## src/rtl/mc_datapath_if.sv

```systemverilog
// Unified instruction/data memory port of the multi-cycle datapath.
interface mc_datapath_if;
    logic        mem_req;
    logic        mem_we;
    logic [31:0] mem_addr;
    logic [31:0] mem_wdata;
    logic [31:0] mem_rdata;
    logic        mem_ready;

    modport master (
        output mem_req, mem_we, mem_addr, mem_wdata,
        input  mem_rdata, mem_ready
    );

    modport slave (
        input  mem_req, mem_we, mem_addr, mem_wdata,
        output mem_rdata, mem_ready
    );
endinterface

```

## src/rtl/mc_datapath.sv

```systemverilog
// Multi-cycle 32-bit MIPS subset datapath with integrated control FSM and a
// single memory port shared by instruction fetch and load/store.
module mc_datapath #(
    parameter logic [31:0] RESET_PC  = 32'h0000_0000,
    parameter int          CNT_WIDTH = 32
) (
    input  logic                 clk,
    input  logic                 reset,
    mc_datapath_if.master        bus,
    output logic [31:0]          PC,
    output logic [2:0]           state,
    output logic [CNT_WIDTH-1:0] retired,
    output logic                 illegal_instr
);
    typedef enum logic [2:0] {
        S_FETCH  = 3'd0,
        S_DECODE = 3'd1,
        S_EXEC   = 3'd2,
        S_MEM    = 3'd3,
        S_WB     = 3'd4
    } state_t;

    state_t      st, nst;
    logic [31:0] pc_q, ir, a, b, t, alu_out, mdr;
    logic [31:0] regs [32];
    logic [31:0] alu_res;
    logic        retire;

    // Instruction fields and classification
    logic [5:0]  op, funct;
    logic [4:0]  rs, rt, rd;
    logic [31:0] imm_sx;
    logic        is_r, r_ok, is_lw, is_sw, is_beq, is_addi, is_j, legal;

    assign op      = ir[31:26];
    assign rs      = ir[25:21];
    assign rt      = ir[20:16];
    assign rd      = ir[15:11];
    assign funct   = ir[5:0];
    assign imm_sx  = {{16{ir[15]}}, ir[15:0]};
    assign is_r    = (op == 6'b000000);
    assign r_ok    = (funct == 6'b100000) || (funct == 6'b100010) || (funct == 6'b100100) ||
                     (funct == 6'b100101) || (funct == 6'b101010);
    assign is_lw   = (op == 6'b100011);
    assign is_sw   = (op == 6'b101011);
    assign is_beq  = (op == 6'b000100);
    assign is_addi = (op == 6'b001000);
    assign is_j    = (op == 6'b000010);
    assign legal   = (is_r && r_ok) || is_lw || is_sw || is_beq || is_addi || is_j;

    assign PC      = pc_q;
    assign state   = st;

    // ALU: R-type ops by funct, otherwise base + sign-extended immediate
    always_comb begin
        alu_res = a + imm_sx;
        if (is_r) begin
            case (funct)
                6'b100010: alu_res = a - b;
                6'b100100: alu_res = a & b;
                6'b100101: alu_res = a | b;
                6'b101010: alu_res = {31'b0, ($signed(a) < $signed(b))};
                default:   alu_res = a + b;
            endcase
        end
    end

    // FSM state register
    always_ff @(posedge clk) begin
        if (reset) st <= S_FETCH;
        else       st <= nst;
    end

    // Next state, memory port drive, retire and illegal pulses
    always_comb begin
        nst           = st;
        bus.mem_req   = 1'b0;
        bus.mem_we    = 1'b0;
        bus.mem_addr  = pc_q;
        bus.mem_wdata = b;
        illegal_instr = 1'b0;
        retire        = 1'b0;
        case (st)
            S_FETCH: begin
                bus.mem_req = 1'b1;
                if (bus.mem_ready) nst = S_DECODE;
            end
            S_DECODE: begin
                if (is_j) begin
                    nst    = S_FETCH;
                    retire = 1'b1;
                end else if (!legal) begin
                    nst           = S_FETCH;
                    illegal_instr = 1'b1;
                end else begin
                    nst = S_EXEC;
                end
            end
            S_EXEC: begin
                if (is_beq) begin
                    nst    = S_FETCH;
                    retire = 1'b1;
                end else if (is_lw || is_sw) nst = S_MEM;
                else                          nst = S_WB;
            end
            S_MEM: begin
                bus.mem_req  = 1'b1;
                bus.mem_addr = alu_out;
                bus.mem_we   = is_sw;
                if (bus.mem_ready) begin
                    if (is_sw) begin
                        nst    = S_FETCH;
                        retire = 1'b1;
                    end else nst = S_WB;
                end
            end
            S_WB: begin
                nst    = S_FETCH;
                retire = 1'b1;
            end
            default: nst = S_FETCH;
        endcase
        // Reset abandons any transaction and suppresses all side effects
        if (reset) begin
            bus.mem_req   = 1'b0;
            bus.mem_we    = 1'b0;
            illegal_instr = 1'b0;
            retire        = 1'b0;
        end
    end

    // Datapath registers, register file and retired counter
    always_ff @(posedge clk) begin
        if (reset) begin
            pc_q    <= RESET_PC;
            ir      <= '0;
            a       <= '0;
            b       <= '0;
            t       <= '0;
            alu_out <= '0;
            mdr     <= '0;
            retired <= '0;
            for (int i = 0; i < 32; i++) regs[i] <= '0;
        end else begin
            if (retire) retired <= retired + {{(CNT_WIDTH-1){1'b0}}, 1'b1};
            case (st)
                S_FETCH: if (bus.mem_ready) begin
                    ir   <= bus.mem_rdata;
                    pc_q <= pc_q + 32'd4;
                end
                S_DECODE: begin
                    // $0 is never written, so it always reads as zero
                    a <= regs[rs];
                    b <= regs[rt];
                    t <= pc_q + (imm_sx << 2);
                    if (is_j) pc_q <= {pc_q[31:28], ir[25:0], 2'b00};
                end
                S_EXEC: begin
                    alu_out <= alu_res;
                    if (is_beq && (a == b)) pc_q <= t;
                end
                S_MEM: if (bus.mem_ready && is_lw) mdr <= bus.mem_rdata;
                S_WB: begin
                    if (is_r && rd != 5'd0)                 regs[rd] <= alu_out;
                    else if (is_addi && rt != 5'd0)         regs[rt] <= alu_out;
                    else if (is_lw && rt != 5'd0)           regs[rt] <= mdr;
                end
                default: ;
            endcase
        end
    end
endmodule

```

## src/flat_wrapper.sv

```systemverilog
// flat-port wrapper written by rule: the top's interface ports become plain ports
module mc_datapath_flat 
#(
    parameter logic [31:0] RESET_PC  = 32'h0000_0000,
    parameter int          CNT_WIDTH = 32
)
  (clk, reset, PC, state, retired, illegal_instr, bus_mem_req, bus_mem_we, bus_mem_addr, bus_mem_wdata, bus_mem_rdata, bus_mem_ready);
  mc_datapath_if bus_i ();
  input  logic clk;
  input  logic reset;
  output logic [31:0] PC;
  output logic [2:0] state;
  output logic [CNT_WIDTH-1:0] retired;
  output logic illegal_instr;
  output wire logic [$bits(bus_i.mem_req)-1:0] bus_mem_req;
  output wire logic [$bits(bus_i.mem_we)-1:0] bus_mem_we;
  output wire logic [$bits(bus_i.mem_addr)-1:0] bus_mem_addr;
  output wire logic [$bits(bus_i.mem_wdata)-1:0] bus_mem_wdata;
  input wire logic [$bits(bus_i.mem_rdata)-1:0] bus_mem_rdata;
  input wire logic [$bits(bus_i.mem_ready)-1:0] bus_mem_ready;
  assign bus_mem_req = bus_i.mem_req;
  assign bus_mem_we = bus_i.mem_we;
  assign bus_mem_addr = bus_i.mem_addr;
  assign bus_mem_wdata = bus_i.mem_wdata;
  assign bus_i.mem_rdata = bus_mem_rdata;
  assign bus_i.mem_ready = bus_mem_ready;
  mc_datapath #(.RESET_PC(RESET_PC), .CNT_WIDTH(CNT_WIDTH)) u_core (.clk(clk), .reset(reset), .bus(bus_i), .PC(PC), .state(state), .retired(retired), .illegal_instr(illegal_instr));
endmodule
```

## config.mk

```make
export PLATFORM = sky130hd
export DESIGN_NAME = mc_datapath_flat
export DESIGN_NICKNAME = d
export VERILOG_FILES = /design/src/rtl/mc_datapath_if.sv /design/src/rtl/mc_datapath.sv /design/src/flat_wrapper.sv
export SDC_FILE = /design/constraint.sdc
export NUM_CORES = 2
export LEC_CHECK = 0
export BUFFER_PORTS_ARGS = -buffer_cell sky130_fd_sc_hd__buf_4
export CORE_UTILIZATION = 45
export CTS_CLUSTER_DIAMETER = 30
export DETAILED_ROUTE_END_ITERATION = 7
export SKIP_CTS_REPAIR_TIMING = 1
export SYNTH_ARGS = -nofsm -noshare
export SYNTH_HDL_FRONTEND = slang
export SYNTH_SLANG_ARGS = --single-unit
export TNS_END_PERCENT = 5
```

## constraint.sdc

```tcl
create_clock -name clk -period 9.2 [get_ports clk]
set_clock_uncertainty 0.05 [all_clocks]
set_input_delay 2.3 -clock clk [delete_from_list [all_inputs] [get_ports clk]]
set_output_delay 2.3 -clock clk [all_outputs]
set_load 0.1 [all_outputs]
```

==> metrics.txt <==
status=finished with violations; failing checks=design-rule violations; post-synthesis sequential area ratio=51.24%; Clock Path Buffers=4; nets@finish=6,030; clk_lat worst skew=0.93 ns; Initial Util=45.42%; Via density=6.431; worst stage delay on the critical path=1.11 ns; I/O Buffers=168; first-pass iteration count of the detailed router=8; WP data arrival=6.78 ns; vias in the first global route=49,650; Required @ worst endpoint=9.61 ns; first-pass GRT wire length=363,400 um; synth top area cells=edfxtp_1 44%, mux4_2 21%, dfxtp_1 7.4%; routed wire length=257,900 um; Mean Syn Cell Area=12.25 um^2; Reg2Reg Depth=7; maxcap violations=0; average wire per standard cell=31.77 um; initial DRC count=6,814; crit path max-delay cell type=nand2_2; Final Power=19.81 mW; post-synth cell types=89; hold worst-path end=u_core.t[15]; Non-Filler Instances=8,118; path type of the worst setup path=input pin to flip-flop; most common cell in the netlist=nor2_1; largest net degree at the start of global routing=145; CORE AREA=0.1544 mm^2; TritonCTS clock tree=built; Hold Path Depth=2; number of synthesized flops with an enable pin=1,024; H-tree Lvls=5; Core Util, Final=54.38%; crit path launch type=input pin; Synthesis Warnings=0; CP delay by family, top=simple AND/OR/NAND/NOR gates; TNS Setup=0 ns; dpl hpwl=171,200 um; critical path endpoint category=flip-flop; max-slew violations=0; GRT overflow=0; Final Hold Violating Endpoints=0; # IOs=169; Clock Root Buffer=clkbuf_16; initial antenna violation count=20; minimum clock period=6.367 ns; WP buf/inv=2; # rows=144; reg2reg start=u_core.state[1]; cell area after synthesis=0.07013 mm^2; HP Class=flip-flop to flip-flop; placed insts=7,555; fmax=0.1570 GHz; biggest area consumer among synthesized cells=edfxtp_1; worst-path fanout max=79; RSZ-0062 raised after global routing=false; reg2reg setup slack=3.69 ns; most frequent CP cell=nand2_2; DRC=42; CTS Buf Count=320; final worst-path cycle share=69.21%; #FFs+latches synth=1,283; CP cell instances=buf_8 -> inv_2 -> nand3_1 -> nor2_2 -> mux2i_1 -> nor2_1 -> nand2_2 -> nand2_2; share of cells above drive strength 1=25.46%; Die W=396.8 um; area of the die=0.1574 mm^2; r2r endpoint=u_core.regs[19][7]; worst vdd ir=0.1981 mV; Final Setup Violations=0; Rel. slew slack=20.95%; synthesized instance count=5,725; vias=52,210; Synth top area share=43.84%; total track usage=32.52%; Pwr Density=235.9 mW/mm^2; top cells by instance count after synthesis=1,265 x nor2_1, 1,024 x edfxtp_1, 640 x mux4_2; clock sink count=1,283; Synth Flop Type=edfxtp_1; Worst-path clk slew=0.04 ns; Routed Antenna Nets=0; Area Overhead vs Synth=19.73%; DIE HEIGHT=396.8 um; asr flop ratio synth=0%; worst hold start=u_core.t[15]; GP Congestion=0.9443; Worst-Margin Slew=1.181 ns; Leak Pwr=28.52 nW
[state kept, by name, indices dropped and copies added, names as in the netlist, 32 cells and up]
name and flops:
u_core.regs 1024, u_core.PC 32, u_core.a 32, u_core.alu_out 32, u_core.bus.mem_wdata 32, u_core.ir 32
u_core.mdr 32, u_core.retired 32, u_core.t 32
[layer usage]
layer / up-vias / routed length [um] / GRT usage (%) / part of all wire [%]
li1: 21870 / - / - / -
met2: 3251 / 114200 / 47.84 / 44
met5: - / 68 / 0 / 0.026
met3: 634 / 30870 / 9.488 / 12
met4: 10 / 16730 / 19.22 / 6.5
met1: 26440 / 96010 / 42.72 / 37
[cell families (layout without fill, tap and decap cells)]
kind of cell / count (synthesis) / count (layout) / synth area share [%]
AOI/OAI and AO/OA: 823 / 823 / 7.662
xor gates and xnor gates: 85 / 85 / 1.061
adders and majority gates: 162 / 162 / 2.933
buffers and inverters: 629 / 946 / 3.436
DFF: 1283 / 1283 / 51.24
muxes: 746 / 746 / 22.07
other: 1 / 33 / 0.005347
and+or+nand+nor: 1996 / 1996 / 11.60
[worst max-delay path by stage]
stage               startpoint                  to  slack, ns  depth (start not counted)
detailed placement       reset  u_core.regs[19][9]       2.19                          8
global route             reset  u_core.regs[19][7]       2.78                          8
finish                   reset  u_core.regs[19][7]       2.83                          8
global placement         reset  u_core.regs[19][3]       2.27                          8
floorplan                reset         bus_mem_req       1.88                          4
CTS                      reset  u_core.regs[19][7]       3.07                          8
[cell usage in the layout, fill, tap and decap left out, drive strengths merged, types with 103 or more instances in the layout]
| master | Yosys | routed |
|---|---|---|
| a211oi | 103 | 103 |
| a21oi | 279 | 279 |
| buf | 83 | 268 |
| clkbuf | 430 | 380 |
| clkinv | 0 | 109 |
| dfxtp | 259 | 259 |
| edfxtp | 1024 | 1024 |
| ha | 158 | 158 |
| inv | 116 | 129 |
| mux2i | 105 | 105 |
| mux4 | 640 | 640 |
| nand2 | 456 | 456 |
| nor2 | 1267 | 1267 |
| o21ai | 122 | 122 |
[metrics by stage]
step                hold slack, ns  area, um^2  setup WS [ns]
finish                      0.3979       83970          2.833
global route                0.4126       83970          2.783
global placement            0.3896       73560          2.267
CTS                         0.3984       83970          3.074
detailed placement          0.3928       73560          2.194
floorplan                   0.3812       70250          1.876
[cell type report]
class | count | area (um^2)
diodes | 1 | 2.502
well taps | 2044 | 2557
inverters | 116 | 435.4
repair buffers | 268 | 2095
fillers | 12680 | 70430
multi-input cells | 3844 | 32500
flip-flops and latches | 1283 | 35970
clock buffers | 380 | 8502
clock inverters | 182 | 1914
[report_power, final]
part / total [mW] / internal, mW / leakage (nW) / switching, mW
Combinational: 2.20 / 0.775 / 10.8 / 1.42
Sequential: 6.69 / 6.48 / 12.7 / 0.212
Clock: 10.9 / 7.44 / 5.06 / 3.47
Total: 19.8 / 14.7 / 28.5 / 5.11
[worst register-to-register path, cell delays in order (launching register included)]
cell and delay [ns]:
dfxtp_1 0.52, nor2_1 0.39, nand3_1 0.43, nor2_2 0.43, mux2i_1 0.21, nor2_1 0.96, nand2_2 0.90, nand2_2 1.12
(Power assumes the default switching activity.)
